**src/rtl/fetch_ctrl_pkg.sv**
```systemverilog
// Shared definitions for the instruction-fetch sequencer: state encoding,
// word size, legal ROM latency range and a PC alignment helper.
package fetch_ctrl_pkg;

  typedef enum logic [1:0] {
    IDLE  = 2'd0,
    FETCH = 2'd1,
    HOLD  = 2'd2
  } state_t;

  localparam int WORD_BYTES  = 4;
  localparam int ROM_LAT_MIN = 1;
  localparam int ROM_LAT_MAX = 3;

  function automatic logic [31:0] word_align(input logic [31:0] addr);
    return {addr[31:2], 2'b00};
  endfunction

endpackage

```
**src/rtl/fetch_ctrl_step_edge.sv**
```systemverilog
// Registered button level plus falling-edge pulse. The register clears to 0,
// so a button already held down when reset lifts produces no edge.
module step_edge (
  input  logic Clk,
  input  logic Rst,
  input  logic Btn,
  output logic Fall
);

  logic btn_d;

  always_ff @(posedge Clk) begin
    if (!Rst) btn_d <= 1'b0;
    else      btn_d <= Btn;
  end

  assign Fall = btn_d & ~Btn;

endmodule

```
**src/rtl/fetch_ctrl.sv**
```systemverilog
// Instruction-fetch sequencer: owns the PC, waits out the ROM latency and
// presents each fetched word to a consumer over a valid/ready handshake.
module fetch_ctrl
  import fetch_ctrl_pkg::*;
#(
  parameter int          ROM_LAT  = 1,
  parameter int          ADDR_W   = 6,
  parameter logic [31:0] RESET_PC = 32'h0
) (
  input  logic              Clk,
  input  logic              Rst,
  input  logic              Step,
  input  logic              Run,
  input  logic              Load,
  input  logic [31:0]       Load_addr,
  output logic [ADDR_W-1:0] Rom_addr,
  input  logic [31:0]       Rom_data,
  output logic [31:0]       Inst,
  output logic              Inst_valid,
  input  logic              Inst_ready,
  output logic [31:0]       PC,
  output logic              Busy,
  output logic [1:0]        Dbg_state
);

  // Counter reload: the last FETCH cycle is the one where the count reads 0.
  localparam logic [1:0] LAT_INIT = 2'(ROM_LAT - 1);

  state_t      state, state_nx;
  logic [1:0]  cnt, cnt_nx;
  logic [31:0] pc_q, pc_nx;
  logic [31:0] inst_q, inst_nx;
  logic        pending, pending_nx;
  logic        clr_pend;
  logic        busy_q;
  logic        step_fall;
  logic        want;

  step_edge u_step_edge (
    .Clk  (Clk),
    .Rst  (Rst),
    .Btn  (Step),
    .Fall (step_fall)
  );

  assign want = pending | Run;

  // Handshake: Inst_valid is high only in HOLD, where Inst is frozen; a word
  // transfers on any rising edge with Inst_valid & Inst_ready. A Load in HOLD
  // ends the hold regardless, counting as a transfer only if Inst_ready is up.
  always_comb begin
    state_nx = state;
    cnt_nx   = cnt;
    pc_nx    = pc_q;
    inst_nx  = inst_q;
    clr_pend = 1'b0;
    case (state)
      IDLE: begin
        if (Load) begin
          pc_nx = word_align(Load_addr);
        end else if (want) begin
          state_nx = FETCH;
          cnt_nx   = LAT_INIT;
          clr_pend = 1'b1;
        end
      end
      FETCH: begin
        if (Load) begin
          pc_nx  = word_align(Load_addr);
          cnt_nx = LAT_INIT;
        end else if (cnt == 2'd0) begin
          inst_nx  = Rom_data;
          state_nx = HOLD;
        end else begin
          cnt_nx = cnt - 2'd1;
        end
      end
      HOLD: begin
        if (Load || Inst_ready) begin
          pc_nx = Load ? word_align(Load_addr) : pc_q + 32'(WORD_BYTES);
          if (want) begin
            state_nx = FETCH;
            cnt_nx   = LAT_INIT;
            clr_pend = 1'b1;
          end else begin
            state_nx = IDLE;
          end
        end
      end
      default: state_nx = IDLE;
    endcase
    // A fresh edge wins over the clear so a request arriving on the
    // launch cycle is not lost.
    pending_nx = step_fall | (pending & ~clr_pend);
  end

  always_ff @(posedge Clk) begin
    if (!Rst) begin
      state   <= IDLE;
      cnt     <= 2'd0;
      pc_q    <= RESET_PC;
      inst_q  <= 32'h0;
      pending <= 1'b0;
      busy_q  <= 1'b0;
    end else begin
      state   <= state_nx;
      cnt     <= cnt_nx;
      pc_q    <= pc_nx;
      inst_q  <= inst_nx;
      pending <= pending_nx;
      busy_q  <= (state_nx != IDLE);
    end
  end

  assign Rom_addr   = pc_q[ADDR_W+1:2];
  assign PC         = pc_q;
  assign Inst       = inst_q;
  assign Inst_valid = (state == HOLD);
  assign Busy       = busy_q;
  assign Dbg_state  = state;

endmodule

```
**config.mk**
```make
export PLATFORM = sky130hd
export DESIGN_NAME = fetch_ctrl
export DESIGN_NICKNAME = d
export VERILOG_FILES = /design/src/rtl/fetch_ctrl_pkg.sv /design/src/rtl/fetch_ctrl_step_edge.sv /design/src/rtl/fetch_ctrl.sv
export SDC_FILE = /design/constraint.sdc
export NUM_CORES = 1
export LEC_CHECK = 0
export BUFFER_PORTS_ARGS = -buffer_cell sky130_fd_sc_hd__buf_2
export CAP_MARGIN = 20
export CORE_MARGIN = 5
export CORE_UTILIZATION = 49
export DETAILED_ROUTE_END_ITERATION = 12
export GPL_TIMING_DRIVEN = 0
export PLACE_DENSITY_LB_ADDON = 0.05
export SLEW_MARGIN = 20
export SYNTH_ARGS = -nofsm -noshare
export SYNTH_HDL_FRONTEND = slang
export SYNTH_SLANG_ARGS = --single-unit
```
**constraint.sdc**
```tcl
create_clock -name Clk -period 2.15 [get_ports Clk]
set_clock_uncertainty 0.1 [all_clocks]
set_input_delay 0.1075 -clock Clk [delete_from_list [all_inputs] [get_ports Clk]]
set_output_delay 0.1075 -clock Clk [all_outputs]
set_load 0.03 [all_outputs]
```
### Word-level counts from Yosys, hierarchy flattened

Index checks and enable logic that the tools add are counted.

| word-level totals | value |
|---|---|
| register bits | 71 |
| bits of input ports | 70 |
| output and inout port bits | 74 |
| word-level logic and storage cells | 53 |

| cells by class | value |
|---|---|
| $add $sub $neg | 2 |
| equality and inequality tests | 6 |
| mux-type cells | 21 |
| bitwise operators | 7 |
| reduce and logical (&&, ||, !) cells | 10 |

Operators by type and width:

| operator | count |
|---|---|
| 2-to-1 mux 32 bit | 3 |
| case mux 32 bit (2 select lines) | 1 |
| adder 32 x 3 -> 32 bit (second input constant) | 1 |
| 2-to-1 mux 2 bit | 10 |
| case mux 2 bit (3 select lines) | 2 |
| AND reduction 3 bit | 2 |
| zero test 2 bit | 2 |
| 2-to-1 mux 1 bit | 4 |
| inequality test 2 x 1 -> 1 bit (second input constant) | 2 |
| AND reduction 4 bit | 1 |
| nonzero test 2 bit | 2 |
| inequality test 3 bit (second input constant) | 1 |
| inverter 1 bit | 3 |
| nonzero test 3 bit | 1 |
| bitwise AND 1 bit | 2 |
| == test 2 x 1 -> 1 bit (second input constant) | 1 |
| == test 2 bit (second input constant) | 1 |
| inequality test 2 bit (second input constant) | 1 |
| OR 1 bit | 2 |
| case mux 1 bit (2 select lines) | 1 |
| OR reduction 2 bit | 1 |
| subtractor 2 x 1 -> 2 bit (second input constant) | 1 |
| logical OR 1 bit | 1 |

### Longest topological paths before layout

Gate-level depths: netlist (run 1).

| logic depth | value |
|---|---|
| depth after elaboration | 7 |
| depth in mapped cells | 8 |
| mapped depth without buffers | 7 |

### By module

A second synthesis (run 1) with hierarchy kept.

| unflattened totals | value |
|---|---|
| cells, all modules | 459 |
| area total of the unflattened synthesis | 3,508.4 um^2 |

Modules (own cells, without submodules):

| module | times used | cells each | area an instance (um^2) | sequential area each (um^2) |
|---|---|---|---|---|
| fetch_ctrl | 1 | 456 | 3,472.1 | 1,361.3 |
| step_edge | 1 | 3 | 36.3 | 20.0 |

### Worst setup path before layout (run 1)

OpenSTA, ideal clock, no wires.

| path | value |
|---|---|
| path type | reg2reg |
| start | reg state[1] (netlist: Dbg_state[1]) |
| end | reg pc_q[9] (netlist: PC[9]) |
| library setup time | 0.119 ns |
| arrival | 2.025 ns |
| required time | 1.931 ns |
| slack | -0.094 ns |
| cell stages (with the launch flop) | 7 |
| path buffers | 2 |
| clock period less this slack | 2.244 ns |
| path through | dfxtp_1 -> buf_2 -> nor2b_1 -> nor2b_1 -> buf_2 -> a21oi_1 -> o221a_2 |

| on the way | value |
|---|---|
| elaborated cells between the ends (all ways) | 9 |
| those cells by class | eq/ne: 4; mux: 1; reduce/logical: 4 |

RTL lines:

| element | line | text |
|---|---|---|
| start: declaration | fetch_ctrl.sv:29 | `state_t state, state_nx;` |
| start signal: assignment | fetch_ctrl.sv:106 | `state <= state_nx;` |
| == test 2 bit (*) | n/a |  |
| named net Inst_valid | fetch_ctrl.sv:19 | `output logic Inst_valid,` |
| inequality test 2 x 1 -> 1 bit (no line) or nonzero test 2 bit (tied branches) | n/a |  |
| AND reduction 3 bit (no line) | n/a |  |
| end signal: assignment | fetch_ctrl.sv:108 | `pc_q <= pc_nx;` |
| end: declaration | fetch_ctrl.sv:31 | `logic [31:0] pc_q, pc_nx;` |

The timed path passes the listed nets; every way through them passes the cells marked *.
A chain may end at the register's enable or synchronous reset.

### Worst setup path in the final report (run 1)

| path | value |
|---|---|
| start | reg pc_q[4] (netlist: PC[4]) |
| end | reg pc_q[19] (netlist: PC[19]) |

| on the way | value |
|---|---|
| cells in the longest elaborated chain, start to end | 4 |

RTL lines:

| element | line | text |
|---|---|---|
| adder 32 x 3 -> 32 bit | fetch_ctrl.sv:80 | `pc_nx = Load ? word_align(Load_addr) : pc_q + 32'(WORD_BYTES);` |
| 2-to-1 mux 32 bit | fetch_ctrl.sv:80 |  |
| 2-to-1 mux 32 bit | fetch_ctrl.sv:79 | `if (Load \|\| Inst_ready) begin` |
| case mux 32 bit (2 select lines) | fetch_ctrl.sv:57 | `case (state)` |

No other way between the ends. The select of a mux whose other input is x is not followed.

==> impl_metrics.json, run 1 <==
{
  "dpl.hpwl_um": 8280,
  "yosysUniqueCellTypes": 56,
  "critPathArrivalTime_ns": 2.20,
  "synth_warnings": 0,
  "final_cells": 771,
  "grt_usage_pct": 26.1,
  "dpl.cell_count": 704,
  "critPathLaunch": "PC[4]$_SDFFE_PN0P_",
  "total_power_mw": 3.24,
  "setup_viol": 0,
  "cap_violations": 0,
  "yosysSeqAreaShare_pct": 37.8,
  "ys_top_cells_by_area": "dfxtp_1 (38%), nand2_1 (9.8%), a21boi_0 (7.6%)",
  "routabilityCongestion": 0.938,
  "peakVddDrop_uv": 397,
  "crit_top_cell": "nand4_1",
  "status": "complete, no violations",
  "p_per_area_nw_per_um2": 620,
  "postSynthAreaPerCell_um2": 7.82,
  "hold_class": "in2reg",
  "antenna_found_initial": 0,
  "nets": 740,
  "drc": 0,
  "crit_path_max_incr_delay_ns": 0.44,
  "start_util_pct": 50.3,
  "fin_crit_sh_pct": 96.0,
  "crit_family": "simple AND/OR/NAND/NOR gates",
  "cp_max_fo": 10,
  "htree_levels": 3,
  "slew_headroom_pct": 57.3,
  "synthesis.area_um2": 3650,
  "maxSlewViolCount": 0,
  "period_needed_ns": 2.07,
  "synth-edff-count": 0,
  "cts.sinks": 69,
  "worstSetupPathType": "reg2reg",
  "cts_buffer_depth": 2,
  "yosysTopAreaCell": "dfxtp_1",
  "grt_start_max_net_pins": 13,
  "cts_tree": "done",
  "antenna-diode-count": 0,
  "cp-end-kind": "flop",
  "postRouteAntennaNets": 0,
  "dr.pass1.iters": 5,
  "die_h_um": 96.3,
  "synth.most_common_cell": "nand2_1",
  "clk_latency_ns": 0.34,
  "fmax_ghz": 0.484,
  "io_pins": 144,
  "hold_violations": 0,
  "path_clk_slew_ns": 0.08,
  "cp_slowest_cell": "dfxtp_1",
  "grt_pass1_vias": 3874,
  "yosys-top-cells-count": "nand2_1 (95), dfxtp_1 (69), a21boi_0 (37)",
  "row_count": 31,
  "grt_overflow": 0,
  "clock-root-buffer": "clkbuf_8",
  "die_area_um2": 9270,
  "vias": 4240,
  "area_growth_pct": 43.1,
  "min_from": "Load_addr[23]",
  "portBuffers": 137,
  "post_drt_via_cell_ratio": 5.50,
  "drt_iter0_markers": 214,
  "die_w_um": 96.3,
  "reg2reg_from": "PC[4]$_SDFFE_PN0P_",
  "wl_per_cell_um": 15.7,
  "crit_buf_inv": 1,
  "leakage_nw": 2.35,
  "ys_async_sr_fraction_pct": 0,
  "synth_seq_cells": 69,
  "grt_pass1_wl_um": 19100,
  "worstMarginPinSlew_ns": 0.641,
  "synthesis.instances": 467,
  "core_region_area_um2": 7250,
  "layout-drive-gt1-share_pct": 28.7,
  "synth_top_area_share_pct": 37.8,
  "worst_setup_path_start_kind": "flop",
  "wl_um": 12100,
  "numCtsBuffers": 9,
  "path_cells": "nand4_1 -> nor4_2 -> buf_2 -> nand4_1 -> a311o_1",
  "worstPathRequired_ns": 2.28,
  "yosys_most_used_dff": "dfxtp_1"
}
-- placed cells by master, fill, tap and decap left out, types with 3 or more instances in the layout --
cell type / synthesis / routed
a21boi_0: 37 / 37
a21o_1: 5 / 5
a21oi_1: 11 / 10
a22o_1: 5 / 5
a31oi_1: 7 / 7
a32o_1: 5 / 5
and2_0: 3 / 3
and2_1: 4 / 4
and3_1: 12 / 12
buf_2: 9 / 146
buf_4: 8 / 11
buf_6: 3 / 3
clkbuf_1: 22 / 17
clkbuf_2: 0 / 4
clkbuf_8: 0 / 9
dfxtp_1: 69 / 67
dlygate4sd3_1: 0 / 49
inv_1: 6 / 6
mux2i_1: 3 / 3
nand2_1: 95 / 95
nand3_1: 27 / 27
nand4_1: 18 / 18
nor2_1: 32 / 31
nor2b_1: 5 / 4
nor3_1: 5 / 5
nor4_1: 4 / 3
o211ai_1: 3 / 3
o21ai_0: 20 / 20
o2bb2ai_1: 3 / 3
o31ai_1: 3 / 3
or3_1: 4 / 4
-- per-layer routing --
layer / vias to the layer above / share of wire [%] / global-route usage [%]
li1: 2061 / - / -
met1: 1947 / 40 / 32.1
met3: 22 / 10 / 6.88
met5: - / 0 / 0
met4: 0 / 1.5 / 7.71
met2: 210 / 49 / 44.5
-- where the power goes --
group / internal [mW] / switching [mW]
clock: 0.646 / 0.521
sequential: 1.34 / 0.0733
combinational: 0.267 / 0.384
total: 2.26 / 0.978
-- registers in the layout, summed over array words and instances (netlist names) --
register,count
Busy,1
Dbg_state,2
Inst,32
PC,30
cnt,2
pending,1
u_step_edge.btn_d,1
-- repair_timing --
| action | CTS | global route |
|---|---|---|
| endpoints found under the setup margin | 13 | 27 |
| pin swaps | 1 | 0 |
| hold buffers | 49 | 0 |
| hold endpoints to repair | 50 | 0 |
| gates cloned | 0 | 0 |
| resized for setup | 2 | 12 |
| buffers inserted | 1 | 2 |
-- cell families after synthesis --
group,synth area share [%]
simple gates,31.1
fa+ha+maj,0.686
compound gates,22.6
mux,0.823
buf+inv,6.79
other cells,0.103
flops,37.8
-- tightest hold or removal path: cells and delay by family --
family	cells	cell delay [ns]
compound gates	2	0.11
buf+inv	1	0.08
simple gates	1	0.15
-- path summary, 6_finish.rpt --
path                                 to  slack [ns]  depth (start not counted)
hold / removal      PC[23]$_SDFFE_PN0P_        0.04                          4
setup / recovery    PC[19]$_SDFFE_PN0P_        0.08                          5
setup reg to reg    PC[19]$_SDFFE_PN0P_        0.08                          5
hold reg to reg   Inst[22]$_SDFFE_PN0N_        0.37                          2
-- layout make-up --
cell class	count	area [µm²]
fill	594	2030
clock inverter	6	88.8
buffer	43	234
multi-input combinational	350	2050
inverter	6	22.5
clock buffer	9	124
tap	99	124
timing repair buffer	189	1200
sequential	69	1380
-- stage by stage --
stage	setup slack [ns]	utilization [%]	hold slack, ns	cell area, µm²	setup TNS (ns)
final	0.0850	72.0	0.0432	5220	0
after global routing	-0.0374	72.0	0.0271	5220	-0.0446
after CTS	0.00300	71.4	0.0274	5180	0
after detailed placement	-0.158	61.6	0.243	4470	-0.866
after global placement	-0.132	61.6	0.221	4470	-0.569
after floorplan	0.00256	-	0.129	3660	0
(Power assumes the default switching activity.)
==> inputs of run 2 (changes only) <==
--- a/config.mk
+++ b/config.mk
@@ -8,7 +8,7 @@
 export BUFFER_PORTS_ARGS = -buffer_cell sky130_fd_sc_hd__buf_2
 export CAP_MARGIN = 20
 export CORE_MARGIN = 5
-export CORE_UTILIZATION = 49
+export CORE_UTILIZATION = 44
 export DETAILED_ROUTE_END_ITERATION = 12
 export GPL_TIMING_DRIVEN = 0
 export PLACE_DENSITY_LB_ADDON = 0.05
==> constraint.sdc (replaced) <==
create_clock -name Clk -period 1.68 [get_ports Clk]
set_clock_uncertainty 0.1 [all_clocks]
set_input_delay 0.084 -clock Clk [delete_from_list [all_inputs] [get_ports Clk]]
set_output_delay 0.084 -clock Clk [all_outputs]
set_load 0.03 [all_outputs]
==> run 2 against run 1 <==
  * The run now ends with negative hold slack, negative setup slack left
  * Largest power group unchanged
  * Core utilization rose by 2.8 points
  * Design area rose by 17%
  * Highest routed layer unchanged
  * Combinational power rose by 48%
  * First-iteration DRC count fell by 2.8%
  * Critical path type unchanged
==> impl_metrics.json, run 2 (same netlist as run 1, synthesis figures left out) <==
{
  "hold_slack_ns": -0.0105,
  "peakVddDrop_uv": 524,
  "wl_um": 13500,
  "worstPathRequired_ns": 1.83,
  "worst_setup_path_start_kind": "flop",
  "hold_violations": 1,
  "numCtsBuffers": 9,
  "grt_overflow": 0,
  "worstMarginPinSlew_ns": 0.638,
  "drc": 0,
  "dpl.hpwl_um": 8750,
  "status": "finished, violations left",
  "total_power_mw": 4.46,
  "core_region_area_um2": 8130,
  "critPathArrivalTime_ns": 2.03,
  "clock-root-buffer": "clkbuf_8",
  "n_fill_cell": 627,
  "routabilityCongestion": 0.844,
  "fmax_ghz": 0.533,
  "slew_headroom_pct": 57.5,
  "cp-end-kind": "flop",
  "grt_start_max_net_pins": 13,
  "cts.sinks": 69,
  "clk_latency_ns": 0.35,
  "worstSetupPathType": "reg2reg",
  "rsz0062_at_grt": "yes",
  "regArea_um2": 1470,
  "post_drt_via_cell_ratio": 5.45,
  "drt_iter0_markers": 208,
  "period_needed_ns": 1.88,
  "antenna_found_initial": 0,
  "finalSetupTns_ns": -2.26,
  "htree_levels": 3,
  "multi_input_area_um2": 2370,
  "grt_pass1_vias": 4351,
  "postRouteAntennaNets": 0,
  "portBuffers": 137,
  "start_util_pct": 44.9,
  "dr.pass1.iters": 7,
  "vias": 4422,
  "largest_reg_flops": 32,
  "worst-r2r-cell-count": 7,
  "cts_buffer_depth": 2,
  "fin_crit_sh_pct": 112,
  "die_w_um": 101,
  "cap_violations": 0,
  "antenna-diode-count": 0,
  "leakage_nw": 2.75,
  "die_area_um2": 10200,
  "io_pins": 144,
  "die_h_um": 101,
  "nets": 774,
  "final_common_cell": "buf_2",
  "grt_pass1_wl_um": 21000,
  "maxSlewViolCount": 0,
  "path_clk_slew_ns": 0.08,
  "p_per_area_nw_per_um2": 733,
  "setup_slack_ns": -0.195,
  "layout-drive-gt1-share_pct": 44.4,
  "min_path_cells": 2,
  "cts_tree": "done",
  "setup_viol": 24,
  "cp_max_fo": 4,
  "area_growth_pct": 66.8,
  "row_count": 33,
  "violations": "negative hold slack, negative setup slack",
  "hold_class": "in2reg",
  "final_cell_mix": "buf_2 (140), nand2_1 (91), dlygate4sd3_1 (49)",
  "grt_usage_pct": 25.6,
  "wl_per_cell_um": 16.6
}
[run 2: cell count changes in the layout (fill, tap and decap cells not counted), moves of 6 or more]
cell and delta:
buf_4 +35, dfxtp_1 -27, dfxtp_4 +20, nand3_1 -10, clkbuf_1 -9, nand3_2 +9, nor2_1 -8, dfxtp_2 +7
o21ai_0 -7, buf_2 -6, buf_8 +6, nor2_2 +6
[run 2: report_power, final]
part / switching [mW] / total (mW) / internal, mW
Clock: 0.683 / 1.68 / 0.998
Combinational: 0.538 / 0.966 / 0.428
Sequential: 0.0989 / 1.81 / 1.71
[run 2: metal layers]
metal / GRT usage, % / wire (µm) / vias up
met5: 0 / 0 / -
met4: 9.10 / 220 / 0
met1: 29.7 / 5260 / 2085
li1: - / - / 2132
met2: 45.7 / 6890 / 181
met3: 6.09 / 1100 / 24
[run 2: stage by stage]
stage,hold WS (ns),instance area (µm²),util (%),setup WS [ns],instances
2_1_floorplan,0.106,3830,-,-0.316,468
3_3_place_gp,0.203,4650,57.2,-0.537,710
3_5_place_dp,0.207,4650,57.2,-0.536,710
4_1_cts,-0.0451,5750,70.7,-0.0926,799
5_1_grt,0.0113,6090,74.8,-0.210,812
6_report,-0.0105,6090,74.8,-0.195,812
[run 2: critical path: stages (launching register included)]
cell     delay [ns]
dfxtp_4        0.37
ha_4           0.13
nand4_1        0.22
nor4_4         0.32
buf_4          0.18
nand2_4        0.06
a21o_1         0.16
a32o_1         0.23
[run 2: area by class of cell]
cell class	instances	share of cell area [%]
buffer	41	5.61
clock buffer	13	3.49
clock inverter	3	0.719
inverter	6	0.370
multi-input combinational	350	38.9
sequential	69	24.1
tap	105	2.16
timing repair buffer	225	24.6
[run 2: path summary, 6_finish.rpt]
check,from,end,slack (ns)
worst max-delay path,PC[3]$_SDFFE_PN0P_,PC[18]$_SDFFE_PN0P_,-0.20
worst min-delay path,Load,Dbg_state[1]$_SDFF_PN0_,-0.01
worst max register to register,PC[3]$_SDFFE_PN0P_,PC[18]$_SDFFE_PN0P_,-0.20
worst min register to register,cnt[1]$_SDFFE_PN0P_,cnt[1]$_SDFFE_PN0P_,0.36
[run 2: timing repair]
item                                    4_1_cts  5_1_grt
hold endpoints to repair                     51        0
hold buffers                                 49        0
endpoints found under the setup margin       62       60
setup buffers                                25       13
pin swaps                                    19       28
gates resized for setup                      45       70
gates cloned                                  1        0
